[config.mk]
export PLATFORM = sky130hd
export DESIGN_NAME = collision_probe
export DESIGN_NICKNAME = d
export VERILOG_FILES = /design/src/rtl/collision_probe.sv
export SDC_FILE = /design/constraint.sdc
export NUM_CORES = 1
export LEC_CHECK = 0
export ABC_AREA = 1
export CORE_UTILIZATION = 37
export CTS_CLUSTER_SIZE = 20
export DETAILED_ROUTE_END_ITERATION = 12
export GPL_ROUTABILITY_DRIVEN = 0
export PLACE_DENSITY_LB_ADDON = 0.1
export SYNTH_ARGS = -nofsm -noshare
export SYNTH_HDL_FRONTEND = slang
export SYNTH_SLANG_ARGS = --single-unit
[constraint.sdc]
create_clock -name clk -period 4.8 [get_ports clk]
set_input_delay 1.44 -clock clk [delete_from_list [all_inputs] [get_ports clk]]
set_output_delay 1.44 -clock clk [all_outputs]
set_load 0.005 [all_outputs]
[src/rtl/collision_probe.sv]
// Scans the tile map around the player hitbox in a fixed 10-cycle loop and
// atomically commits the four blocked-side bits plus a spike-hazard flag.
module collision_probe #(
   parameter int TILE_SHIFT = 5,
   parameter int MAP_COLS   = 25,
   parameter int MAP_ROWS   = 19,
   parameter int SCREEN_W   = 800,
   parameter int SCREEN_H   = 608,
   parameter int HIT_W      = 24,
   parameter int HIT_H      = 32,
   parameter int ADDR_W     = 9
) (
   input  logic              clk,
   input  logic              rst_n,
   input  logic [9:0]        pos_x,
   input  logic [9:0]        pos_y,
   output logic              map_rd,
   output logic [ADDR_W-1:0] map_addr,
   input  logic [1:0]        map_data,
   output logic [3:0]        is_collide,
   output logic              hazard,
   output logic              scan_done
);

   localparam int CW      = 11;
   localparam int RW      = CW - TILE_SHIFT;
   localparam int MC_BITS = $clog2(MAP_COLS + 1);
   localparam logic [31:0]   MC     = MAP_COLS;
   localparam logic [CW-1:0] HW_M1  = CW'(HIT_W - 1);
   localparam logic [CW-1:0] HH_M1  = CW'(HIT_H - 1);
   localparam logic [CW-1:0] SW     = CW'(SCREEN_W);
   localparam logic [CW-1:0] SH     = CW'(SCREEN_H);
   localparam logic [RW-1:0] COLS_L = RW'(MAP_COLS);
   localparam logic [RW-1:0] ROWS_L = RW'(MAP_ROWS);

   typedef enum logic [1:0] {ST_SNAP, ST_ISSUE, ST_DRAIN} state_t;

   state_t            state_reg, state_next;
   logic [2:0]        k_reg, k_next;
   logic [9:0]        snap_x_reg, snap_y_reg;
   logic [3:0]        acc_col_reg, acc_col_next;
   logic              acc_haz_reg, acc_haz_next;
   logic              rd_oob_reg, samp_oob_reg;

   logic              issue_en, probe_oob, samp_en;
   logic [2:0]        probe_idx, samp_idx;
   logic [CW-1:0]     src_x, src_y, x0, x1, y0, y1, px, py;
   logic [RW-1:0]     probe_col, probe_row;
   logic [ADDR_W-1:0] probe_addr;
   logic [ADDR_W-1:0] row_term [MC_BITS];

   always_ff @(posedge clk or negedge rst_n) begin
      if (!rst_n) begin
         state_reg <= ST_SNAP;
         k_reg     <= 3'd0;
      end else begin
         state_reg <= state_next;
         k_reg     <= k_next;
      end
   end

   always_comb begin
      state_next = state_reg;
      k_next     = k_reg;
      case (state_reg)
         ST_SNAP: begin
            state_next = ST_ISSUE;
            k_next     = 3'd0;
         end
         ST_ISSUE: begin
            if (k_reg == 3'd7) begin
               state_next = ST_DRAIN;
               k_next     = 3'd0;
            end else begin
               k_next = k_reg + 3'd1;
            end
         end
         ST_DRAIN: state_next = ST_SNAP;
         default:  state_next = ST_SNAP;
      endcase
   end

   // Outputs are registered, so each cycle prepares the probe shown next cycle;
   // probe 0 is built during SNAP from the live position being snapshotted.
   always_comb begin
      issue_en  = (state_reg == ST_SNAP) || ((state_reg == ST_ISSUE) && (k_reg != 3'd7));
      probe_idx = (state_reg == ST_SNAP) ? 3'd0 : k_reg + 3'd1;
      src_x     = (state_reg == ST_SNAP) ? {1'b0, pos_x} : {1'b0, snap_x_reg};
      src_y     = (state_reg == ST_SNAP) ? {1'b0, pos_y} : {1'b0, snap_y_reg};
      x0 = src_x;
      x1 = src_x + HW_M1;
      y0 = src_y;
      y1 = src_y + HH_M1;
      case (probe_idx)
         3'd0:    begin px = x0;         py = y0 - 11'd1; end
         3'd1:    begin px = x1;         py = y0 - 11'd1; end
         3'd2:    begin px = x0;         py = y1 + 11'd1; end
         3'd3:    begin px = x1;         py = y1 + 11'd1; end
         3'd4:    begin px = x0 - 11'd1; py = y0;         end
         3'd5:    begin px = x0 - 11'd1; py = y1;         end
         3'd6:    begin px = x1 + 11'd1; py = y0;         end
         default: begin px = x1 + 11'd1; py = y1;         end
      endcase
      probe_col = px[CW-1:TILE_SHIFT];
      probe_row = py[CW-1:TILE_SHIFT];
      // A coordinate of -1 wraps to 2047 and so fails the screen bound too.
      probe_oob = (px >= SW) || (py >= SH) || (probe_col >= COLS_L) || (probe_row >= ROWS_L);
   end

   // row*MAP_COLS as a sum of shifted copies, one per set bit of MAP_COLS.
   genvar gi;
   generate
      for (gi = 0; gi < MC_BITS; gi++) begin : g_row_mul
         assign row_term[gi] = MC[gi] ? (ADDR_W'(probe_row) << gi) : '0;
      end
   endgenerate

   always_comb begin
      probe_addr = ADDR_W'(probe_col);
      for (int i = 0; i < MC_BITS; i++) begin
         probe_addr = probe_addr + row_term[i];
      end
   end

   // Data for probe k arrives in cycle k+2: ISSUE k+1, or DRAIN for probe 7.
   always_comb begin
      samp_en      = ((state_reg == ST_ISSUE) && (k_reg != 3'd0)) || (state_reg == ST_DRAIN);
      samp_idx     = (state_reg == ST_DRAIN) ? 3'd7 : k_reg - 3'd1;
      acc_col_next = acc_col_reg;
      acc_haz_next = acc_haz_reg;
      if (samp_en) begin
         case (samp_idx[2:1])
            2'd0:    acc_col_next[3] = acc_col_reg[3] | samp_oob_reg | map_data[0];
            2'd1:    acc_col_next[2] = acc_col_reg[2] | samp_oob_reg | map_data[0];
            2'd2:    acc_col_next[1] = acc_col_reg[1] | samp_oob_reg | map_data[0];
            default: acc_col_next[0] = acc_col_reg[0] | samp_oob_reg | map_data[0];
         endcase
         acc_haz_next = acc_haz_reg | (!samp_oob_reg && (map_data == 2'b10));
      end
   end

   always_ff @(posedge clk or negedge rst_n) begin
      if (!rst_n) begin
         snap_x_reg   <= '0;
         snap_y_reg   <= '0;
         acc_col_reg  <= '0;
         acc_haz_reg  <= 1'b0;
         rd_oob_reg   <= 1'b0;
         samp_oob_reg <= 1'b0;
         map_rd       <= 1'b0;
         map_addr     <= '0;
         is_collide   <= '0;
         hazard       <= 1'b0;
         scan_done    <= 1'b0;
      end else begin
         if (state_reg == ST_SNAP) begin
            snap_x_reg  <= pos_x;
            snap_y_reg  <= pos_y;
            acc_col_reg <= '0;
            acc_haz_reg <= 1'b0;
         end else begin
            acc_col_reg <= acc_col_next;
            acc_haz_reg <= acc_haz_next;
         end
         if (issue_en && !probe_oob) begin
            map_rd   <= 1'b1;
            map_addr <= probe_addr;
         end else begin
            map_rd <= 1'b0;
         end
         rd_oob_reg   <= probe_oob;
         samp_oob_reg <= rd_oob_reg;
         scan_done    <= (state_reg == ST_DRAIN);
         if (state_reg == ST_DRAIN) begin
            is_collide <= acc_col_next;
            hazard     <= acc_haz_next;
         end
      end
   end

endmodule

# Yosys cells after proc, flatten, opt, wreduce, memory -nomap -nowiden
# Index checks and enable logic that the tools add are counted.
[word_totals] mem_bits_ro=0 out_inout_bits=16 n_memories=0 mem_bits_rw=0 latch_bits=0 ff_bits=48
[classes] div_mod_pow=0 muxes=19 n_reduce_logical=23 n_eq_ne=14 n_addsub=11 bitwise_logic=9 mul=0 shifts=0 n_lt_le_gt_ge=4
[ops] op="$pmux W11 S3" n=2
[ops] op="$add A10 B5 Y11 const B" n=2
[ops] op="$add A11 B1 Y11 const B" n=2
[ops] op="$ge A11 B10 Y1 const B" n=2
[ops] op="$sub A10 B1 Y11 const B" n=2
[ops] op="$mux W10" n=2
[ops] op="$eq A3 B3 Y1 const B" n=4
[ops] op="$ge A6 B5 Y1 const B" n=2
[ops] op="$reduce_or A2 Y1" n=6
[ops] op="$add A7 B9 Y9" n=1
[ops] op="$add A9 B9 Y9" n=1
[ops] op="$mux W3" n=3
[ops] op="$or A1 B1 Y1" n=9
[ops] op="$mux W4" n=2
[ops] op="$add A6 B6 Y7" n=1
[ops] op="$mux W1" n=7
[ops] op="$eq A2 B2 Y1 const B" n=3
[ops] op="$eq A3 B2 Y1 const B" n=2
[ops] op="$pmux W3 S2" n=1
[ops] op="$logic_or A1 B1 Y1" n=5
[ops] op="$eq A2 B1 Y1 const B" n=2
[ops] op="$logic_and A1 B1 Y1" n=4
[ops] op="$logic_not A2 Y1" n=2
[ops] op="$pmux W2 S2" n=1
[ops] op="11 further kinds" n=12

# Depth between registers and ports, before layout
[logic_depth] depth_word=12 ltp_mapped=32 ltp_nobuf=31

# Worst setup path after synthesis
# Ideal clock, no wire load.
[synth_timing] kind="input to register" startpoint="input pos_x[0]" endpoint="register map_addr[7]" setup_ns=0.117 t_required_ns=4.683 t_arrival_ns=4.998 setup_slack_ns=-0.315 cell_stages=30 path_cell_list="inv_1 > nand2_2 > o21ai_2 > ha_1 > inv_1 > nand3_1 > nand2_1 > nor2_1 > nand3_1 > nor2_1 > nand2_1 > nor2_2 > nand4_1 > nand2_1 > nand2_1 > nand2_1 > inv_1 > fa_1 > fa_1 > inv_1 > ha_1 > a21oi_1 > inv_1 > a31oi_1 > nor2_1 > o21ai_0 > nand2_1 > xor2_1 > nand4_1 > nand2_1"
[synth_between] elab_chain_cells=10
[synth_rtl] element="from (decl)" line_no="15" source="input logic [9:0] pos_x,"
[synth_rtl] element="$mux W10 *" line_no="88" source="src_x = (state_reg == ST_SNAP) ? {1'b0, pos_x} : {1'b0, snap_x_reg};"
[synth_rtl] element="$add A10 B5 Y11" line_no="91" source="x1 = src_x + HW_M1;"
[synth_rtl] element="$add A11 B1 Y11" line_no="101, 102"
[synth_rtl] element="$pmux W11 S3 *" line_no="94" source="case (probe_idx)"
[synth_rtl] element="parallel branches: the longest is 6 deep, another holds $add A7 B9 Y9"
[synth_rtl] element="to (signal assigned)" line_no="167" source="map_addr <= probe_addr;"
[synth_rtl] element="to (decl)" line_no="18" source="output logic [ADDR_W-1:0] map_addr,"
# Mark *: on every way between the ends.
# A chain may end at the register's enable or synchronous reset.

# Worst setup path after layout
# Same ends and word-level chain as after synthesis.

==> impl_metrics.env <==
export IMPL_clkSinkCount=48
export IMPL_crit_fanout=3
export IMPL_power_density_nw_per_um2=209.8
export IMPL_htree_num_levels=2
export IMPL_cp_data_required_time_ns=5.00
export IMPL_maxCapViolCount=0
export IMPL_avgSynthCellArea_um2=7.131
export IMPL_cts_inserted_buffers=5
export IMPL_core_area_um2=10420
export IMPL_nets=775
export IMPL_firstDrtPassIters=5
export IMPL_wirelength_um=10490
export IMPL_syn_num_nets=620
export IMPL_cts_tree="built"
export IMPL_die_h_um=106.1
export IMPL_clock_latency_ns=0.30
export IMPL_seq_area_frac_synth_pct=29.97
export IMPL_hp_class="reg -> reg"
export IMPL_clkTransAtPathRegs_ns=0.10
export IMPL_avgRoutedWirePerCell_um=12.28
export IMPL_finalMaxSlewViolations=0
export IMPL_grtUsageTotal_pct=20.19
export IMPL_initial_core_util_pct=38.47
export IMPL_p_seq_share_pct=38.1
export IMPL_rsz0062_at_grt="yes"
export IMPL_path_class="in -> reg"
export IMPL_layout_drive_gt1_share_pct=39.00
export IMPL_grt_max_degree=49
export IMPL_clkPwrFrac_pct=24.3
export IMPL_syn_cell_area_um2=4008
export IMPL_regToRegStartpoint="state_reg[1]"
export IMPL_ios=40
export IMPL_postLayoutSetupSlackWorst_ns=-0.05173
export IMPL_overflow=0
export IMPL_endpoint="map_addr[7]"
export IMPL_worstSetupEndpointType="flip-flop"
export IMPL_p_total_mw=1.255
export IMPL_crit_path_max_incr_delay_ns=0.51
export IMPL_reg2regPathDepth=29
export IMPL_cp_start_kind="primary input"
export IMPL_drt_initial_drc_count=164
export IMPL_placed_area_um2=5230
export IMPL_die_area_um2=11250
export IMPL_r2r_end="map_addr[7]"
export IMPL_p_int_uw=868.3
export IMPL_cellLeakagePower_nw=2.997
export IMPL_drcViolationCount=0
export IMPL_rows=37
export IMPL_ir_drop_mv=0.1152
export IMPL_ys_warn_count=0
export IMPL_finClkSkew_ns=0.008472
export IMPL_violations="setup timing"
export IMPL_max_freq_mhz=206.1
export IMPL_numPortBuffers=39
export IMPL_arrival_ns=5.05
export IMPL_vias=4102
export IMPL_dp_hpwl_um=7786
export IMPL_switching_share_pct=30.79
export IMPL_fin_crit_sh_pct=101.1
export IMPL_synth_edf_count=0
export IMPL_ys_ff_latch=48
export IMPL_die_w_um=106.1
export IMPL_stdcell_area_um2=5979
export IMPL_combPwrFrac_pct=37.6
export IMPL_area_growth_syn_to_layout_pct=49.20
export IMPL_synth_ff_type="dfrtp_1"
export IMPL_clockBufferDepth=2
export IMPL_antenna_diode_count=0
export IMPL_cts_root_buf="clkbuf_8"
export IMPL_slowest_stage="fa_1"
export IMPL_antenna_found_initial=0
export IMPL_placed_cells_incl_taps=816
export IMPL_ant_nets=0
export IMPL_min_period_ns=4.852
export IMPL_worst_pin_slew_ns=0.6526
export IMPL_ys_types=36
export IMPL_grt_pass1_vias=4269
export IMPL_async_reset_ff_share_pct=100.0
export IMPL_postSynthCellCount=562
export IMPL_startpoint="pos_x[0]"
export IMPL_hold_viol=0
export IMPL_status="complete, but fails checks"
export IMPL_grt_pass1_wl_um=18560
export IMPL_vias_per_cell=4.803
export IMPL_fin_cells=854
export IMPL_hold_buffers=0
export IMPL_setup_viol=2
export IMPL_p_sw_uw=386.4
export IMPL_path_common_cell="nand2_1"
export IMPL_r2r_setup_slack_ns=0.16
export IMPL_slew_headroom_pct=56.33
==> kinds of logic after synthesis <==
logic type                 after synthesis  synth area share [%]
xor gates and xnor gates                 9                 1.967
DFF                                     48                 29.97
and+or+nand+nor                        293                 33.94
AOI/OAI and AO/OA                       67                 10.62
adders and majority gates               34                 11.74
buffers and inverters                  111                 11.77
==> power groups by stage <==
| stage | Clock (mW) | Combinational (mW) | Sequential (mW) |
|---|---|---|---|
| 3_5_place_dp | 0 | 0.411 | 0.485 |
| 4_1_cts | 0.315 | 0.462 | 0.478 |
| 6_report | 0.305 | 0.472 | 0.478 |
| 2_1_floorplan | 0 | 0.202 | 0.486 |
| 5_1_grt | 0.333 | 0.530 | 0.484 |
| 3_3_place_gp | 0 | 0.407 | 0.483 |
==> worst min-delay path by stage <==
| stage | endpoint | from | slack (ns) | cells past startpoint |
|---|---|---|---|---|
| final | samp_oob_reg | rd_oob_reg | 0.36 | 0 |
| after global placement | samp_oob_reg | rd_oob_reg | 0.33 | 0 |
| after global routing | samp_oob_reg | rd_oob_reg | 0.37 | 0 |
| after floorplan | samp_oob_reg | rd_oob_reg | 0.33 | 0 |
| after detailed placement | samp_oob_reg | rd_oob_reg | 0.34 | 0 |
| after CTS | samp_oob_reg | rd_oob_reg | 0.36 | 0 |
==> per-layer routing <==
layer  track usage [%]  vias to the layer above  wire (um)
met5                 0                        -          0
met4             6.250                        0        208
met3             1.901                       21        375
met1             24.99                     1919       4711
li1                  -                     2078          -
met2             36.83                       84       5197
==> final cells by class <==
cell class	instances	area [um^2]
Clock buffer	5	68.82
Clock inverter	3	47.55
Fill cell	972	4437
Inverter	102	400.4
Multi-Input combinational cell	403	2774
Sequential cell	48	1201
Tap cell	136	170.2
Timing Repair Buffer	157	1318
==> timing repair <==
action | CTS | global route
endpoints found under the setup margin | 5 | 4
pin swaps | 84 | 43
gates resized for setup | 107 | 34
buffers inserted | 29 | 2
==> Yosys cell counts, drive strengths merged (5+ instances only) <==
library cell	number	area, um^2
nand2	167	711.9
nor3	5	25.02
nand3	39	210.2
xor2	7	61.31
ha	28	350.3
fa	6	120.1
a31oi	6	37.54
or2	5	31.28
nor2	63	294.0
buf	8	85.07
o21ai	34	215.2
nand4	13	81.33
dfrtp	48	1201
inv	102	382.9
a21oi	18	97.60
==> metrics by stage <==
step | setup WS (ns) | hold slack, ns | utilization (%) | setup TNS [ns]
6_report | -0.05173 | 0.3571 | 57.41 | -0.08971
5_1_grt | -0.3145 | 0.3657 | 57.41 | -0.9136
4_1_cts | -0.07294 | 0.3588 | 56.17 | -0.1114
3_5_place_dp | -0.9251 | 0.3355 | 50.21 | -4.072
3_3_place_gp | -0.8718 | 0.3323 | 50.21 | -3.755
2_1_floorplan | -0.06807 | 0.3312 | - | -0.1140
==> cells in the final DEF (no fill, tap or decap), types with 15 or more instances in the layout <==
cell,count
nand2_1,114
buf_4,107
inv_1,82
dfrtp_1,48
nand2_2,41
nor2_1,36
nand3_1,27
clkdlybuf4s50_1,23
ha_1,21
inv_2,17
nor2_4,15
==> worst max-delay path, delay by kind of cell <==
kind / cells / cell delay, ns
xor gates and xnor gates: 1 / 0.15
and+or+nand+nor: 16 / 1.23
buffers and inverters: 6 / 0.33
adders and majority gates: 4 / 1.39
AOI/OAI and AO/OA: 4 / 0.49
(Power assumes the default switching activity.)
